===== config.mk =====
export PLATFORM = sky130hd
export DESIGN_NAME = block_assembler_flat
export DESIGN_NICKNAME = d
export VERILOG_FILES = /design/src/rtl/block_assembler_if.sv /design/src/rtl/block_assembler.sv /design/src/flat_wrapper.sv
export SDC_FILE = /design/constraint.sdc
export NUM_CORES = 1
export LEC_CHECK = 0
export BUFFER_PORTS_ARGS = -buffer_cell sky130_fd_sc_hd__buf_2
export CAP_MARGIN = 0
export CORE_MARGIN = 1.5
export CORE_UTILIZATION = 52
export DETAILED_ROUTE_END_ITERATION = 10
export PLACE_DENSITY = 0.79
export SYNTH_ARGS = -nofsm -noshare
export SYNTH_HDL_FRONTEND = slang
export SYNTH_SLANG_ARGS = --single-unit

===== constraint.sdc =====
create_clock -name clk -period 4.1 [get_ports clk]
set_input_delay 0.205 -clock clk [delete_from_list [all_inputs] [get_ports clk]]
set_output_delay 0.205 -clock clk [all_outputs]
set_load 0.02 [all_outputs]

===== src/rtl/block_assembler_if.sv =====
// Word-in / block-out bundle for block_assembler. master = assembler side, slave = FIFO/consumer side.
// blk_nbeats is only present when PARTIAL_FLUSH_EN is defined.
interface block_assembler_if #(
   parameter int IN_W    = 8,
   parameter int BLOCK_W = 128
);
`ifdef PARTIAL_FLUSH_EN
   localparam int BEATS = BLOCK_W / IN_W;
   localparam int NB_W  = $clog2(BEATS + 1);
   logic [NB_W-1:0]    blk_nbeats;
`endif
   logic               fifo_empty;
   logic [IN_W-1:0]    fifo_data;
   logic               fifo_pop;
   logic               flush;
   logic               blk_valid;
   logic               blk_ready;
   logic [BLOCK_W-1:0] blk_data;
   logic               busy;

   modport master (
      input  fifo_empty, fifo_data, flush, blk_ready,
`ifdef PARTIAL_FLUSH_EN
      output blk_nbeats,
`endif
      output fifo_pop, blk_valid, blk_data, busy
   );

   modport slave (
      output fifo_empty, fifo_data, flush, blk_ready,
`ifdef PARTIAL_FLUSH_EN
      input  blk_nbeats,
`endif
      input  fifo_pop, blk_valid, blk_data, busy
   );
endinterface


===== src/rtl/block_assembler.sv =====
// Packs IN_W-bit words from a show-ahead FIFO into BLOCK_W-bit blocks behind a valid/ready handshake.
// Optional PARTIAL_FLUSH_EN: flush emits the partial block (zero-padded) with a beat count.
module block_assembler #(
   parameter int IN_W      = 8,
   parameter int BLOCK_W   = 128,
   parameter bit MSB_FIRST = 1'b1
) (
   input  logic clk,
   input  logic rst,
   block_assembler_if.master bus
);
   localparam int BEATS = BLOCK_W / IN_W;
   localparam int CNT_W = $clog2(BEATS);

   typedef enum logic {FILL, HOLD} state_t;

   state_t             state_reg, state_next;
   logic [CNT_W-1:0]   count_reg, count_next;
   logic [BLOCK_W-1:0] data_reg, data_next;
   logic               valid_reg, valid_next;
   logic               pop;
   logic               last;
   logic [BEATS-1:0]   wr_sel;

`ifdef PARTIAL_FLUSH_EN
   localparam int NB_W = $clog2(BEATS + 1);
   logic [NB_W-1:0]    nbeats_reg, nbeats_next;
   logic [BEATS-1:0]   filled;
`endif

   // Map each slot to the beat number that lands in it, so the packing order is a constant per slot.
   genvar gi;
   generate
      for (gi = 0; gi < BEATS; gi++) begin : g_slot
         localparam int BEAT = MSB_FIRST ? (BEATS - 1 - gi) : gi;
         assign wr_sel[gi] = (count_reg == CNT_W'(BEAT));
`ifdef PARTIAL_FLUSH_EN
         assign filled[gi] = (count_reg > CNT_W'(BEAT));
`endif
      end
   endgenerate

   assign pop  = (state_reg == FILL) && !bus.fifo_empty && !bus.flush && !rst;
   assign last = (count_reg == CNT_W'(BEATS - 1));

   always_comb begin
      state_next  = state_reg;
      count_next  = count_reg;
      data_next   = data_reg;
      valid_next  = valid_reg;
`ifdef PARTIAL_FLUSH_EN
      nbeats_next = nbeats_reg;
`endif
      case (state_reg)
         FILL: begin
            if (bus.flush) begin
               count_next = '0;
`ifdef PARTIAL_FLUSH_EN
               if (count_reg != '0) begin
                  for (int i = 0; i < BEATS; i++)
                     if (!filled[i]) data_next[i*IN_W +: IN_W] = '0;
                  nbeats_next = NB_W'(count_reg);
                  valid_next  = 1'b1;
                  state_next  = HOLD;
               end
`endif
            end else if (pop) begin
               for (int i = 0; i < BEATS; i++)
                  if (wr_sel[i]) data_next[i*IN_W +: IN_W] = bus.fifo_data;
               if (last) begin
                  count_next = '0;
                  valid_next = 1'b1;
                  state_next = HOLD;
`ifdef PARTIAL_FLUSH_EN
                  nbeats_next = NB_W'(BEATS);
`endif
               end else begin
                  count_next = count_reg + CNT_W'(1);
               end
            end
         end
         HOLD: begin
            if (bus.blk_ready) begin
               valid_next = 1'b0;
               state_next = FILL;
            end
         end
         default: state_next = FILL;
      endcase
   end

   always_ff @(posedge clk or posedge rst) begin
      if (rst) begin
         state_reg  <= FILL;
         count_reg  <= '0;
         data_reg   <= '0;
         valid_reg  <= 1'b0;
`ifdef PARTIAL_FLUSH_EN
         nbeats_reg <= '0;
`endif
      end else begin
         state_reg  <= state_next;
         count_reg  <= count_next;
         data_reg   <= data_next;
         valid_reg  <= valid_next;
`ifdef PARTIAL_FLUSH_EN
         nbeats_reg <= nbeats_next;
`endif
      end
   end

   assign bus.fifo_pop  = pop;
   assign bus.blk_valid = valid_reg;
   assign bus.blk_data  = data_reg;
   assign bus.busy      = (count_reg != '0) || valid_reg;
`ifdef PARTIAL_FLUSH_EN
   assign bus.blk_nbeats = nbeats_reg;
`endif
endmodule


===== src/flat_wrapper.sv =====
// flat-port wrapper written by rule: the top's interface ports become plain ports
module block_assembler_flat 
#(
   parameter int IN_W      = 8,
   parameter int BLOCK_W   = 128,
   parameter bit MSB_FIRST = 1'b1
)
  (clk, rst, bus_fifo_empty, bus_fifo_data, bus_flush, bus_blk_ready, bus_fifo_pop, bus_blk_valid, bus_blk_data, bus_busy);
  block_assembler_if #(.IN_W(IN_W), .BLOCK_W(BLOCK_W)) bus_i ();
  input  logic clk;
  input  logic rst;
  input wire logic [$bits(bus_i.fifo_empty)-1:0] bus_fifo_empty;
  input wire logic [$bits(bus_i.fifo_data)-1:0] bus_fifo_data;
  input wire logic [$bits(bus_i.flush)-1:0] bus_flush;
  input wire logic [$bits(bus_i.blk_ready)-1:0] bus_blk_ready;
  output wire logic [$bits(bus_i.fifo_pop)-1:0] bus_fifo_pop;
  output wire logic [$bits(bus_i.blk_valid)-1:0] bus_blk_valid;
  output wire logic [$bits(bus_i.blk_data)-1:0] bus_blk_data;
  output wire logic [$bits(bus_i.busy)-1:0] bus_busy;
  assign bus_i.fifo_empty = bus_fifo_empty;
  assign bus_i.fifo_data = bus_fifo_data;
  assign bus_i.flush = bus_flush;
  assign bus_i.blk_ready = bus_blk_ready;
  assign bus_fifo_pop = bus_i.fifo_pop;
  assign bus_blk_valid = bus_i.blk_valid;
  assign bus_blk_data = bus_i.blk_data;
  assign bus_busy = bus_i.busy;
  block_assembler #(.IN_W(IN_W), .BLOCK_W(BLOCK_W), .MSB_FIRST(MSB_FIRST)) u_core (.clk(clk), .rst(rst), .bus(bus_i));
endmodule

# ---- Word level (Yosys, flattened, before mapping)
# Index checks and enable logic that the tools add are counted.
dict set report word_totals {
  ff_bits 134
  out_inout_bits 131
  elab_cells 82
}
dict set report op_classes {
  n_addsub 1
  n_eq_ne 19
  muxes 13
  n_bitwise 2
  n_reduce_logical 28
}
# op count
set op_table {}
lappend op_table {{AND reduction 4 bit} 17}
lappend op_table {{equality test 4 bit, second input constant} 8}
lappend op_table {{equality test 4 x 3 -> 1 bit, second input constant} 4}
lappend op_table {{two-way mux 4 bit} 3}
lappend op_table {{equality test 4 x 2 -> 1 bit, second input constant} 2}
lappend op_table {{two-way mux 1 bit} 8}
lappend op_table {{!= test 2 bit, second input constant} 3}
lappend op_table {{adder 4 x 1 -> 4 bit, second input constant} 1}
lappend op_table {{equality test 4 x 1 -> 1 bit, second input constant} 1}
lappend op_table {{logical NOT 4 bit} 1}
lappend op_table {{one-hot mux 1 bit (2 select lines)} 2}
lappend op_table {{nonzero test 4 bit} 1}
lappend op_table {{logical AND 1 bit} 3}
lappend op_table {{logical NOT 1 bit} 3}
lappend op_table {{!= test 2 x 1 -> 1 bit, second input constant} 1}
lappend op_table {{inverter 1 bit} 2}
lappend op_table {{AND reduction 2 bit} 1}
lappend op_table {{nonzero test 2 bit} 1}
lappend op_table {{logical OR 1 bit} 1}

# ---- Longest topological paths before layout
# Gate-level depths: netlist of the first run.
dict set report depth {
  depth_word 7
  mapped_depth 6
  ltp_nobuf 4
}

# ---- Least setup slack after synthesis of the first run
# Ideal clock, no wire load.
dict set report synth_timing {
  path_type {register to register}
  start {register u_core.count_reg[0]}
  end {register u_core.data_reg[0], in the netlist u_core.bus.blk_data[0]}
  setup_ps 125
  arrival_ps 1636
  required_time_ps 3975
  path_slack_ps 2339
  stages_incl_launch_ff 7
  path_buffers 2
  synth_period_minus_slack_ps 1761
  path_cell_list {dfrtp_1 ha_1 clkbuf_1 and3_1 and2_1 buf_4 mux2_2}
}
dict set report synth_between {
  elab_chain_cells 2
}
# element line
set synth_rtl {}
lappend synth_rtl {{start, declared} block_assembler.sv:18} ;# logic [CNT_W-1:0] count_reg, count_next;
lappend synth_rtl {{start signal, assigned} block_assembler.sv:103} ;# count_reg <= count_next;
lappend synth_rtl {{equality test 4 bit} block_assembler.sv:36} ;# assign wr_sel[gi] = (count_reg == CNT_W'(BEAT));
lappend synth_rtl {{AND reduction 4 bit (no source line)} n/a}
lappend synth_rtl {{end signal, assigned} block_assembler.sv:104} ;# data_reg <= data_next;
lappend synth_rtl {{end, declared} block_assembler.sv:19} ;# logic [BLOCK_W-1:0] data_reg, data_next;
# No other way between the ends.
# A chain may end at the register's enable or synchronous reset.

# ---- Worst setup path in the final report of the first run
dict set report layout_timing {
  start {register u_core.state_reg}
  end {register u_core.data_reg[22], in the netlist u_core.bus.blk_data[22]}
}
dict set report layout_between {
  elab_chain_cells 5
}
# element line
set layout_rtl {}
lappend layout_rtl {{start, declared} block_assembler.sv:17} ;# state_t state_reg, state_next;
lappend layout_rtl {{start signal, assigned} block_assembler.sv:102} ;# state_reg <= state_next;
lappend layout_rtl {{inverter 1 bit (no source line) *} n/a}
lappend layout_rtl {{logical AND 1 bit (3 in a row)} block_assembler.sv:43} ;# assign pop = (state_reg == FILL) && !bus.fifo_empty && !bus.flush && !rst;
lappend layout_rtl {{AND reduction 4 bit (no source line) *} n/a}
# Mark *: on every way between the ends. The rest lies on a longest branch, timed or not.

==> results of run 1 <==
[cell usage after synthesis (2+ instances only)]
master | n | area share (%)
inv_1 | 6 | 0.42
mux2_2 | 122 | 26
ha_1 | 4 | 0.94
and2_1 | 2 | 0.23
dfrtp_1 | 134 | 63
o21ai_0 | 2 | 0.19
nor2b_1 | 2 | 0.23
nand3_4 | 6 | 2.0
and3_1 | 8 | 0.94
a21oi_1 | 2 | 0.19
nand3_2 | 2 | 0.38
mux2_4 | 6 | 1.7
buf_2 | 5 | 0.47
clkbuf_1 | 9 | 0.63
buf_4 | 4 | 0.56
[layer usage]
metal | routed length [µm] | part of all wire (%) | GRT usage, % | up-vias
met5 | 0 | 0 | 0 | -
li1 | - | - | - | 1453
met4 | 308 | 2.5 | 11.9 | 0
met3 | 580 | 4.7 | 6.02 | 22
met1 | 5050 | 41 | 30.4 | 1760
met2 | 6460 | 52 | 40.6 | 107
[path summary, 6_finish.rpt]
| check | start | to | slack [ns] | cells after the start |
|---|---|---|---|---|
| min in group asynchronous | rst | u_core.state_reg$_DFF_PP0_ | 0.52 | 3 |
| max in group asynchronous | rst | u_core.bus.blk_data[16]$_DFFE_PP0P_ | 2.57 | 4 |
| hold / removal | bus_flush | u_core.count_reg[2]$_DFFE_PP0P_ | 0.06 | 3 |
| hold reg to reg | u_core.bus.blk_data[118]$_DFFE_PP0P_ | u_core.bus.blk_data[118]$_DFFE_PP0P_ | 0.50 | 1 |
| setup / recovery | u_core.state_reg$_DFF_PP0_ | u_core.bus.blk_data[22]$_DFFE_PP0P_ | 1.96 | 4 |
| setup reg to reg | u_core.state_reg$_DFF_PP0_ | u_core.bus.blk_data[22]$_DFFE_PP0P_ | 1.96 | 4 |
[final cells by class]
type	count	area, µm²
Fill cell	702	3170
Tap cell	133	166
Multi-Input combinational cell	171	1850
Sequential cell	134	3350
Clock buffer	22	463
Timing Repair Buffer	147	751
Inverter	6	27.5
Clock inverter	9	77.6
[cells by family (layout without fill, tap and decap cells)]
kind of cell	count (synthesis)	count (layout)	synth area share [%]
AOI/OAI and AO/OA	10	10	1.27
adders and majority gates	4	4	0.939
buffers and inverters	25	184	2.46
DFF	134	134	62.9
muxes	128	128	27.5
and+or+nand+nor	29	29	4.95
[critical path: cells and delay by family (launching register included)]
family	cells	cell delay (ns)
simple gates	2	0.81
mux	1	0.40
flops	1	0.48
buf+inv	1	0.33
[placed cells by master (no fill, tap or decap), types with 2 or more instances in the layout]
cell type,n
clkbuf_1,2
clkinv_2,5
nor2b_1,2
clkbuf_8,4
clkbuf_16,16
a21oi_1,2
nand3_2,2
mux2_2,122
inv_1,5
and2_1,2
nand3_4,6
buf_4,2
buf_2,143
clkinvlp_4,3
and3_1,8
dfrtp_1,134
ha_1,4
o21ai_0,2
dlygate4sd3_1,2
mux2_4,6
[power breakdown]
| part | internal (µW) | switching (µW) |
|---|---|---|
| combinational | 97.4 | 174 |
| sequential | 1380 | 29.0 |
| clock | 842 | 530 |
[metrics by stage]
| stage | hold slack, ns | instance area [µm²] |
|---|---|---|
| floorplan | 0.290 | 5330 |
| global placement | 0.402 | 6130 |
| detailed placement | 0.413 | 6130 |
| CTS | 0.0343 | 6690 |
| global route | 0.0703 | 6690 |
| finish | 0.0552 | 6690 |
==> flow_metrics.py, run 1 <==
metrics = {
    "logic_synthesis": {
        "syn_area_um2": 5330,
        "dominantRegCellSynth": "dfrtp_1",
        "ys_async_sr_fraction_pct": 100,
        "yosys_warnings": 0,
        "ys_seq_area_share_pct": 62.9,
        "synth_cell_types": 31,
        "synth_edf_count": 0,
        "syn_inst": 330,
        "ys_ff_latch": 134,
        "syn_avg_cell_area_um2": 16.2,
        "synth_nets": 347,
    },
    "worst_setup_path": {
        "crit_chain": "nor4_4 -> buf_4 -> and3_1 -> mux2_2",
        "worstPathArrival_ns": 2.54,
        "crit_slowest_cell": "and3_1",
        "critPathKind": "reg2reg",
        "worst-path-max-fanout": 20,
        "cp-start-kind": "register",
        "worst_setup_path_end_kind": "register",
        "crit_required_ns": 4.50,
        "crit_path_max_incr_delay_ns": 0.50,
    },
    "floorplanning": {
        "die_w_um": 104,
        "die_h_um": 104,
        "rows": 36,
        "dieArea_um2": 10900,
        "initial_core_util_pct": 54.0,
        "num_io_pins": 144,
        "core_um2": 9860,
    },
    "timing": {
        "tightest_slew_ns": 0.879,
        "drv_slew": 0,
        "setup_violations": 0,
        "maxSlewHeadroom_pct": 41.4,
        "finalClockSkew_ns": 0.00510,
        "post-route-period-util_pct": 52.1,
        "period_minus_slack_ns": 2.14,
        "setup_ws_ns": 1.96,
        "final_hold_viol_count": 0,
        "setup_tns_ns": 0,
        "rsz0062_at_grt": "no",
        "max_freq_ghz": 0.468,
    },
    "placed_design": {
        "portBuffers": 143,
        "dp_slack_ns": 1.99,
        "dpl.cell_count": 589,
        "dp_hpwl_mm": 8.27,
        "place_congestion": 0.790,
    },
    "cts": {
        "cts_tree": "done",
        "cts-htree-levels": 4,
        "cts_buffer_depth": 2,
        "cts_resized": 0,
        "cts_setup_buffers": 0,
        "clkTransAtPathRegs_ns": 0.06,
        "cts_hold_buf": 2,
        "clock-sinks": 134,
        "numCtsBuffers": 17,
        "cts-root-buf": "clkbuf_8",
        "worstSkewPairLatency_ns": 0.52,
    },
    "grt": {
        "grt-ovfl-total": 0,
        "grt_pass1_wl_mm": 20.1,
        "grt_pass1_vias": 3587,
        "antenna_found_initial": 0,
        "grt_max_degree": 101,
        "grtUsageTotal_pct": 24.6,
    },
    "pwr": {
        "ir_drop_uv": 265,
        "p_per_area_nw_per_um2": 456,
        "p_leak_uw": 0.00377,
        "p_total_uw": 3050,
    },
    "routing": {
        "antenna_left": 0,
        "drc": 0,
        "viasPerCell": 5.37,
        "first_pass_iters": 4,
        "wl_per_cell_um": 19.9,
        "wl_mm": 12.4,
        "vias": 3342,
        "drt-initial-drc-count": 124,
    },
    "cells_and_area": {
        "largest_reg_flops": 128,
        "fin_cells": 622,
        "n_antenna_cell": 0,
        "fin_nets": 494,
        "fin_util_pct": 67.8,
        "syn_to_final_growth_pct": 25.6,
        "layout-drive-gt1-share_pct": 64.2,
    },
    "min_path": {
        "hp-class": "in2reg",
    },
    "outcome": {
        "outcome": "finished clean",
    },
    "flow_run": {
        "maxCapViolCount": 0,
    },
}
No activity file was read; power rests on OpenSTA's default activity.
==> run 2: changes to the inputs <==
--- a/config.mk
+++ b/config.mk
@@ -5,10 +5,11 @@
 export SDC_FILE = /design/constraint.sdc
 export NUM_CORES = 1
 export LEC_CHECK = 0
+export ABC_AREA = 1
 export BUFFER_PORTS_ARGS = -buffer_cell sky130_fd_sc_hd__buf_2
 export CAP_MARGIN = 0
 export CORE_MARGIN = 1.5
-export CORE_UTILIZATION = 52
+export CORE_UTILIZATION = 53
 export DETAILED_ROUTE_END_ITERATION = 10
 export PLACE_DENSITY = 0.79
 export SYNTH_ARGS = -nofsm -noshare
==> constraint.sdc (replaced) <==
create_clock -name clk -period 2.13 [get_ports clk]
set_input_delay 0.1065 -clock clk [delete_from_list [all_inputs] [get_ports clk]]
set_output_delay 0.1065 -clock clk [all_outputs]
set_load 0.02 [all_outputs]
==> flow_metrics.py, run 2 <==
metrics = {
    "logic_synthesis": {
        "ys_seq_area_share_pct": 57.2,
        "synth_edf_count": 0,
        "syn_area_um2": 5860,
        "synth_commonest_cells": "279 x nand2_1, 134 x dfrtp_1, 94 x nand3_1",
        "syn_avg_cell_area_um2": 9.21,
        "dominantRegCellSynth": "dfrtp_1",
        "synth_cell_types": 19,
        "synthXorXnorAreaFrac_pct": 0,
        "yosys_warnings": 0,
        "syn_inst": 636,
        "ys_ff_latch": 134,
        "synth_top_area_share_pct": 57.2,
        "yosys-top-cells-area": "dfrtp_1 57%, nand2_1 18%, nand3_1 8.0%, nand4_4 3.6%, o21ai_0 3.0%",
        "synth_top_family_by_area": "simple AND/OR/NAND/NOR gates",
        "synthAdderAreaFrac_pct": 0.854,
        "synth_compound_area_share_pct": 3.16,
        "synth_mux_area_share_pct": 0,
        "synth_nets": 653,
        "synth_most_common_cell": "nand2_1",
        "ys_async_sr_fraction_pct": 100,
        "yosys.area_share.simple_pct": 33.7,
        "synth_largest_area_cell": "dfrtp_1",
    },
    "timing": {
        "max_freq_ghz": 0.537,
        "setup_tns_ns": 0,
        "maxSlewHeadroom_pct": 54.7,
        "rsz0062_at_grt": "no",
        "finalClockSkew_ns": 0.00821,
        "setup_violations": 0,
        "final_hold_viol_count": 0,
        "post-route-period-util_pct": 87.5,
        "drv_slew": 0,
        "whs_ns": 0.0359,
        "tightest_slew_ns": 0.680,
        "period_minus_slack_ns": 1.86,
    },
    "worst_setup_path": {
        "cp-start-kind": "register",
        "crit_slowest_cell": "dfrtp_1",
        "cp_top_family": "flip-flops",
        "worst-path-max-fanout": 45,
        "critPathKind": "reg2out",
        "crit_chain": "nor2_4 -> nand2_8 -> inv_2 -> buf_2",
        "worstPathArrival_ns": 1.76,
        "cp.buffers_inverters": 2,
        "crit_required_ns": 2.02,
        "worst_setup_path_end_kind": "output pin",
        "crit_path_max_incr_delay_ns": 0.43,
        "rrSetupSlack_ns": 0.34,
    },
    "pwr": {
        "ir_drop_uv": 632,
        "p_leak_uw": 0.00426,
        "p_per_area_nw_per_um2": 1040,
    },
    "routing": {
        "antenna_left": 0,
        "drc": 0,
        "vias": 5102,
        "drt-initial-drc-count": 420,
        "wl_per_cell_um": 17.6,
        "wl_mm": 16.3,
        "viasPerCell": 5.52,
        "first_pass_iters": 6,
    },
    "cts": {
        "cts_hold_buf": 3,
        "clkTransAtPathRegs_ns": 0.06,
        "cts_resized": 0,
        "cts-root-buf": "clkbuf_8",
        "cts-htree-levels": 4,
        "cts_setup_buffers": 0,
        "cts_tree": "done",
        "clock-sinks": 134,
        "numCtsBuffers": 17,
        "cts_buffer_depth": 2,
        "worstSkewPairLatency_ns": 0.53,
    },
    "outcome": {
        "outcome": "finished clean",
    },
    "cells_and_area": {
        "mostFrequentLayoutCells": "279 x nand2_1, 143 x buf_2, 134 x dfrtp_1",
        "mostFrequentLayoutCell": "nand2_1",
        "layout-drive-gt1-share_pct": 28.4,
        "final_area_um2": 7270,
        "syn_to_final_growth_pct": 24.0,
        "fillers": 826,
        "largest_reg_flops": 128,
        "fin_nets": 789,
        "n_antenna_cell": 0,
    },
    "flow_run": {
        "maxCapViolCount": 0,
    },
    "grt": {
        "grt_pass1_wl_mm": 25.2,
        "grtUsageTotal_pct": 28.9,
        "grt_max_degree": 82,
        "grt_pass1_vias": 4772,
        "grt-ovfl-total": 0,
        "antenna_found_initial": 0,
    },
    "placed_design": {
        "place_congestion": 0.833,
        "dp_hpwl_mm": 10.4,
        "portBuffers": 143,
        "place_area_um2": 6610,
    },
    "floorplanning": {
        "num_io_pins": 144,
        "core_um2": 10800,
        "die_h_um": 108,
        "die_w_um": 108,
        "rows": 38,
        "dieArea_um2": 11700,
        "initial_core_util_pct": 54.3,
    },
    "min_path": {
        "hp-class": "in2reg",
    },
}
[run 2: cell count changes in the layout (fill, tap and decap cells not counted), sizes merged, moves of 8 or more]
cell / change
and3: -8
buf: +8
inv: +10
mux2: -128
nand2: +280
nand3: +89
nand4: +11
nor2: +14
o21ai: +33
[run 2: final cells by class]
cell class / instances / area (µm²) / area share, %
Sequential cell: 134 / 3350 / 46.1
Multi-Input combinational cell: 447 / 2210 / 30.4
Timing Repair Buffer: 156 / 833 / 11.5
Clock buffer: 18 / 428 / 5.89
Clock inverter: 13 / 204 / 2.81
Tap cell: 140 / 175 / 2.41
Inverter: 16 / 63.8 / 0.878
[run 2: cells by family after synthesis]
group	after synthesis
compound gates	37
fa+ha+maj	4
buf+inv	55
flops	134
simple gates	406
[run 2: report_power, final]
group	leakage, µW	internal [µW]	total, µW	switching (µW)
Sequential	0.00184	2850	3050	202
Clock	0.000299	2040	3130	1090
Combinational	0.00212	389	1370	985
[run 2: worst register-to-register path: stages, from the launching register on]
cell,delay (ns)
dfrtp_1,0.43
nor2_4,0.20
nand2_8,0.22
nor2_4,0.57
nand3_1,0.18
nand2_1,0.12
[run 2: final timing paths]
path / start / to / cells past startpoint
min: bus_fifo_data[7] / u_core.bus.blk_data[119]$_DFFE_PP0P_ / 3
max in group asynchronous: rst / u_core.bus.blk_data[50]$_DFFE_PP0P_ / 4
min in group asynchronous: rst / u_core.bus.blk_data[88]$_DFFE_PP0P_ / 4
min reg2reg: u_core.bus.blk_data[76]$_DFFE_PP0P_ / u_core.bus.blk_data[76]$_DFFE_PP0P_ / 2
max reg2reg: u_core.state_reg$_DFF_PP0_ / u_core.bus.blk_data[77]$_DFFE_PP0P_ / 5
max: u_core.state_reg$_DFF_PP0_ / bus_fifo_pop / 4
[run 2: layer usage]
layer  track usage (%)  vias up  part of all wire (%)
li1                  -     2321                     -
met1              38.1     2482                    40
met2              46.9      265                    49
met3              6.87       34                   8.9
met4              10.4        0                   2.1
met5                 0        -                     0
[run 2: through the flow]
| step | power [µW] | worst slack, ns | util (%) | cells |
|---|---|---|---|---|
| 6_report | 7550 | 0.267 | 67.4 | 924 |
| 5_1_grt | 7830 | 0.201 | 67.4 | 924 |
| 4_1_cts | 7580 | 0.263 | 67.4 | 924 |
| 3_5_place_dp | 4440 | 0.414 | 61.2 | 890 |
| 3_3_place_gp | 4400 | 0.495 | 61.2 | 890 |
| 2_1_floorplan | 3940 | 0.358 | - | 636 |
